**config.mk**
```make
export PLATFORM = sky130hd
export DESIGN_NAME = encoder4x2_pending
export DESIGN_NICKNAME = d
export VERILOG_FILES = /design/src/rtl/encoder4x2_pending.sv
export SDC_FILE = /design/constraint.sdc
export NUM_CORES = 1
export LEC_CHECK = 0
export ABC_AREA = 1
export CORE_AREA = 2 2 39 41
export CTS_CLUSTER_SIZE = 40
export DETAILED_ROUTE_END_ITERATION = 10
export DIE_AREA = 0 0 41 43
export PLACE_DENSITY = 0.68
export SYNTH_ARGS = -nofsm -noshare
export SYNTH_HDL_FRONTEND = slang
export SYNTH_SLANG_ARGS = --single-unit
```
**constraint.sdc**
```tcl
create_clock -name clk -period 1.4 [get_ports clk]
set_input_delay 0.28 -clock clk [delete_from_list [all_inputs] [get_ports clk]]
set_output_delay 0.28 -clock clk [all_outputs]
set_load 0.01 [all_outputs]
```
**src/rtl/encoder4x2_pending.sv**
```systemverilog
// rtl/encoder4x2_pending.sv - registered 4-to-2 priority encoder with sticky pending requests
// Requests are buffered in pend; the highest-priority one is presented with valid/ready.
module encoder4x2_pending #(
    parameter bit PRIO_MSB = 1'b1
) (
    input  logic       clk,
    input  logic       rst,
    input  logic       i0,
    input  logic       i1,
    input  logic       i2,
    input  logic       i3,
    input  logic       ready,
    input  logic       clr_ovf,
    output logic       s1,
    output logic       s0,
    output logic       valid,
    output logic [3:0] pend,
    output logic       ovf
);

    typedef enum logic {IDLE, HOLD} state_t;

    state_t     state;
    logic [3:0] req;
    logic [3:0] acc;
    logic [3:0] rem;
    logic [1:0] code;
    logic [1:0] sel;

    assign req  = {i3, i2, i1, i0};
    assign code = {s1, s0};
    assign rem  = pend & ~acc;

    always_comb begin
        acc = 4'b0000;
        if (valid && ready)
            acc[code] = 1'b1;
    end

    // New arrivals are excluded: selection sees only what was already pending.
    always_comb begin
        sel = 2'd0;
        if (PRIO_MSB) begin
            if (rem[3])      sel = 2'd3;
            else if (rem[2]) sel = 2'd2;
            else if (rem[1]) sel = 2'd1;
            else             sel = 2'd0;
        end else begin
            if (rem[0])      sel = 2'd0;
            else if (rem[1]) sel = 2'd1;
            else if (rem[2]) sel = 2'd2;
            else if (rem[3]) sel = 2'd3;
        end
    end

    always_ff @(posedge clk or posedge rst) begin
        if (rst) begin
            state <= IDLE;
            pend  <= 4'b0000;
            s1    <= 1'b0;
            s0    <= 1'b0;
            valid <= 1'b0;
            ovf   <= 1'b0;
        end else begin
            pend <= rem | req;

            // A request landing on a still-pending, unaccepted bit is lost.
            if (|(req & pend & ~acc))
                ovf <= 1'b1;
            else if (clr_ovf)
                ovf <= 1'b0;

            case (state)
                IDLE: begin
                    if (pend != 4'b0000) begin
                        {s1, s0} <= sel;
                        valid    <= 1'b1;
                        state    <= HOLD;
                    end
                end
                HOLD: begin
                    if (ready) begin
                        if (rem != 4'b0000) begin
                            {s1, s0} <= sel;
                        end else begin
                            valid <= 1'b0;
                            state <= IDLE;
                        end
                    end
                end
                default: begin
                    valid <= 1'b0;
                    state <= IDLE;
                end
            endcase
        end
    end

endmodule

```
==> flow_summary.toml, run 1 <==
[synthesis]
yosys-top-cells-area = "dfrtp_1 44%, nand2_1 12%, nand2_2 8.6%, inv_1 5.9%, nor2_1 5.9%"
seq_area_frac_synth_pct = 44.0
avgSynthCellArea_um2 = 7.53
syn_inst = 68
synth-seq-cells = 9
synth.top_cell.area_share_pct = 44.0
synth_top_area_cell = "dfrtp_1"
syn_area_um2 = 512
yosys_warnings = 0
syn_nets = 76
synth_cell_types = 17

[drt]
drc = 0
wirelength_um = 1160
drtIter0Drc = 13
vias = 516
vias_per_cell = 4.87
dr.pass1.iters = 4
ant_nets = 0
wl_per_cell_um = 10.9

[placement]
place_inst = 102
post-place-ws_ps = -196
place_hpwl_um = 930
io_buffers = 15
gp_congestion = 0.765

[worst_setup_path]
cp_top_family = "flip-flops"
r2r_cells = 9
worst-path-stages = 1
crit_fanout = 6
crit_path_cell_trace = "dlygate4sd2_1"
start_kind = "flop"
rrSetupSlack_ps = 150
cp-endpoint = "s1"
crit_start = "s1"
r2r-start = "s0"
end_kind = "primary output"
critPathSlowestCell = "dfrtp_1"
r2r-end = "s0"
path_class = "flop to primary output"
critPathBufInv = 1
cp.required_ps = 1120
arrival_ps = 1030
cpPeakStageDelay_ps = 450

[timing]
whs_ps = 277
rsz0062_at_grt = "false"
drv_slew = 0
hold_viol = 0
fmax_ghz = 0.763
setup_violations = 0
tightest_slew_ps = 369
finClkSkew_ps = 0.746
timing.final.crit_share_pct = 93.6
fin_ws_ps = 90.1
max-slew-margin-rel_pct = 75.4
layout_min_cycle_time_ps = 1310

[floorplanning]
die_height_um = 43
die_w_um = 41
io_pins = 16
start_util_pct = 37.0
core_mm2 = 0.00138
rows = 14
die-area_mm2 = 0.00176

[cts]
cts_root_buf = "clkbuf_4"
htreeDepth = 1
cts_tree = "yes"
numCtsBuffers = 3
cts_num_sinks = 9
clkLatencyLatePin_ps = 270
cts_hold_buf = 0
path_clk_slew_ps = 60
clk_path_buf_depth = 2

[power]
power_density_mw_per_mm2 = 978
ir_drop_uv = 453
p_leak_nw = 0.362

[finish]
final_layout_size_suffix_gt1_share_pct = 27.8
layout.nets = 99
syn2layout_area_growth_pct = 43.0
final_cells = 106
antennaDiodeCount = 0

[hold_path]
hold_class = "primary input to async pin"

[grt]
gr-usage-all-layers_pct = 16.9
gr-total-overflow = 0
grt_pass1_wl_um = 1930
antenna_found_initial = 0
grt_pass1_vias = 514
grt_max_degree = 10

[job]
maxCapViolations = 0

[status]
outcome = "finished clean"
==> layout by cell type, fill, tap and decap left out, types with 2 or more instances in the layout <==
cell type / instances
dfrtp_1: 9
inv_1: 8
nand3_1: 5
nor2_1: 6
or2_2: 3
nand2_1: 16
buf_4: 3
nor2_2: 2
nand2_2: 7
o21ai_2: 2
dlygate4sd2_1: 8
clkdlybuf4s50_1: 6
clkbuf_4: 3
inv_2: 3
==> per-layer routing <==
metal	share of wire (%)	routed length, um	global-route usage [%]	vias up
li1	-	-	-	260
met1	43	499	19.6	238
met2	49	570	26.3	13
met3	4.4	51	3.14	5
met4	3.1	36	12.0	0
met5	0	0	0	-
==> Yosys cell counts <==
cell type  count
o2111ai_1      1
nand3_1        5
a21oi_1        1
inv_1          8
or2_2          3
nor2_4         1
o21ai_1        1
dfrtp_1        9
inv_2          3
nand4_1        1
o21ai_2        1
nor2_1         8
nand2_2        7
or2_1          1
o21ai_0        1
nand2_1       16
o21bai_2       1
==> worst register-to-register path: stages (launching register included) <==
cell and delay [ps]:
dfrtp_1 410, inv_1 90, nor2_2 80, nand2_1 70, nand2_2 110, nand2_2 80, nor2_4 110, nand2_2 70
nand3_1 70, nand2_1 50
==> state kept, by name (all words and copies together) (netlist names) <==
register,cells
pend,4
ovf,1
s0,1
s1,1
state,1
valid,1
==> final cells by class <==
type	instances	area, um^2
tap	16	20.0
sequential	9	225
fill	144	652
timing repair buffer	18	165
inverter	11	41.3
multi-input combinational	48	254
clock buffer	4	26.3
==> kinds of logic after synthesis <==
logic type,share of synthesized area [%]
simple gates,39.4
buf+inv,8.07
flops,44.0
compound gates,8.56
==> how the worst min path moves through the flow <==
| stage | start | slack, ps | end | depth (start not counted) |
|---|---|---|---|---|
| 4_1_cts | rst | 300 | pend[2] | 2 |
| 3_3_place_gp | valid | 500 | valid | 2 |
| 2_1_floorplan | rst | 110 | ovf | 1 |
| 6_report | rst | 280 | pend[3] | 2 |
| 3_5_place_dp | valid | 510 | valid | 2 |
| 5_1_grt | rst | 340 | pend[3] | 2 |
==> through the flow <==
stage	instance area, um^2	power, mW	setup TNS, ps	utilization [%]
finish	732	0.716	0	52.9
global route	732	0.767	0	52.9
CTS	736	0.726	0	53.2
detailed placement	704	0.524	-1100	50.9
global placement	704	0.518	-820	50.9
floorplan	512	0.423	0	-
==> where the power goes <==
group          switching, mW  internal, mW
combinational          0.108        0.0907
sequential            0.0259         0.284
clock                 0.0973         0.110
total                  0.231         0.485
==> what timing repair did <==
item                                    4_1_cts  5_1_grt
hold endpoints to repair                      0        0
pin swaps                                     0        4
endpoints found under the setup margin        8        4
buffers inserted                              2        0
resized for setup                             8        4
Note: power is estimated with default switching activity, not from simulation.
==> run 2, diff against run 1 <==
--- a/config.mk
+++ b/config.mk
@@ -6,10 +6,10 @@
 export NUM_CORES = 1
 export LEC_CHECK = 0
 export ABC_AREA = 1
-export CORE_AREA = 2 2 39 41
+export CORE_AREA = 3 3 40 42
 export CTS_CLUSTER_SIZE = 40
 export DETAILED_ROUTE_END_ITERATION = 10
-export DIE_AREA = 0 0 41 43
+export DIE_AREA = 0 0 43 45
 export PLACE_DENSITY = 0.68
 export SYNTH_ARGS = -nofsm -noshare
 export SYNTH_HDL_FRONTEND = slang
==> run 2 against run 1 <==
  * Sequential cell count stayed put
  * Clock power is 6% lower
  * Setup slack worse by 20 ps
  * Core utilization is 4.7 points higher
  * Largest cell class unchanged
  * Largest power group unchanged
==> flow_summary.toml, run 2 (synthesized netlist as in run 1, its figures left out) <==
[timing]
rsz0062_at_grt = "true"
tightest_slew_ps = 338
timing.final.crit_share_pct = 95.0
setup_violations = 0
max-slew-margin-rel_pct = 77.4
hold_viol = 0
fmax_ghz = 0.752
layout_min_cycle_time_ps = 1330
whs_ps = 280
finClkSkew_ps = 1.07
drv_slew = 0

[power]
power.share.clock_pct = 27.5
power.internal_uw = 495
p_sw_share_pct = 30.3
p_leak_nw = 0.366
power_uw = 711
p_sw_uw = 215
power_density_mw_per_mm2 = 961
p_comb_share_pct = 30.2
ir_drop_uv = 651
p_seq_share_pct = 42.3

[job]
maxCapViolations = 0

[drt]
vias_per_cell = 4.43
dr.pass1.iters = 4
wl_per_cell_um = 9.69
wirelength_um = 1040
drtIter0Drc = 3
drc = 0
ant_nets = 0
vias = 474

[cts]
htreeDepth = 1
clkLatencyLatePin_ps = 260
cts_tree = "yes"
cts_root_buf = "clkbuf_4"
path_clk_slew_ps = 60
clk_path_buf_depth = 2
cts_num_sinks = 9
numCtsBuffers = 3

[worst_setup_path]
arrival_ps = 1530
crit_path_cell_trace = "clkdlybuf4s50_1 -> nand2_2 -> inv_2 -> nand2_1 -> nand2_2 -> buf_4 -> o21ai_0 -> nand3_1 -> nand2_1"
crit_fanout = 5
path_class = "primary input to flop"
critPathSlowestCell = "clkdlybuf4s50_1"
critPathBufInv = 3
cp_top_family = "buffers and inverters"
cpPeakStageDelay_ps = 430
start_kind = "primary input"
end_kind = "flop"
cp.required_ps = 1600

[grt]
gr-usage-all-layers_pct = 13.2
grt_pass1_wl_um = 1840
gr-total-overflow = 0
grt_pass1_vias = 453
grt_max_degree = 10
antenna_found_initial = 0

[finish]
multi_input_area_um2 = 250
layout_common_cells = "16 x nand2_1, 9 x dfrtp_1, 8 x inv_1, 8 x nor2_1, 8 x dlygate4sd2_1"
largest_reg_flops = 4
syn2layout_area_growth_pct = 44.5
final_common_cell = "nand2_1"
fin_util_pct = 57.5
top_register = "pend"
ff_latch_area_um2 = 225
fin_area_um2 = 739
fillers = 119
final_layout_size_suffix_gt1_share_pct = 27.2
layout.nets = 101
final_cells = 107
antennaDiodeCount = 0

[placement]
place_hpwl_um = 867
place_inst = 100
place_area_um2 = 696
gp_congestion = 0.814
io_buffers = 15

[hold_path]
hold_class = "primary input to async pin"

[floorplanning]
rows = 13
io_pins = 16
start_util_pct = 39.8
die_w_um = 43
die-area_mm2 = 0.00194
core_mm2 = 0.00128
die_height_um = 45

[status]
outcome = "finished clean"
run 2: cell type report:
class | count | share of cell area [%]
clock buffers | 4 | 3.55
inverters | 11 | 5.58
multi-input cells | 48 | 33.8
flip-flops and latches | 9 | 30.5
well taps | 15 | 2.54
repair buffers | 20 | 24.0
run 2: worst paths after layout:
path | startpoint | end | slack [ps] | cells past startpoint
setup / recovery | ready | s0 | 70 | 9
hold / removal | rst | s1 | 280 | 2
setup reg to reg | s0 | s0 | 100 | 9
hold reg to reg | valid | valid | 530 | 2
max in group asynchronous | rst | valid | 870 | 2
min in group clk | valid | valid | 530 | 2
run 2: layer usage:
metal | part of all wire, % | global-route usage (%) | routed length [um] | vias to the layer above
met5 | 0 | 0 | 0 | -
met4 | 0 | 5.42 | 0 | 0
met3 | 6.3 | 5.98 | 65 | 0
met2 | 49 | 21.9 | 508 | 13
met1 | 45 | 14.9 | 463 | 200
li1 | - | - | - | 261
run 2: timing repair:
item / CTS / global route
gates resized for setup: 8 / 1
setup buffers: 2 / 1
hold buffers: 0 / 0
setup endpoints to repair: 8 / 1
pin swaps: 0 / 3
run 2: through the flow:
| step | setup slack (ps) | TNS, ps |
|---|---|---|
| finish | 69.8 | 0 |
| global route | -5.12 | -5.12 |
| CTS | 103 | 0 |
| detailed placement | -179 | -978 |
| global placement | -139 | -805 |
| floorplan | 262 | 0 |
run 2: worst register-to-register path: cells and delay by family, from the launching register on:
kind                   cells  cell delay [ps]
AOI/OAI and AO/OA          1              160
DFF                        1              380
buffers and inverters      3              350
and+or+nand+nor            5              340
run 2: power groups by stage:
stage	Clock (mW)	Combinational (mW)	Sequential [mW]
after floorplan	0	0.102	0.321
after global placement	0	0.206	0.313
after detailed placement	0	0.207	0.313
after CTS	0.207	0.211	0.300
after global routing	0.225	0.242	0.303
final	0.196	0.215	0.300
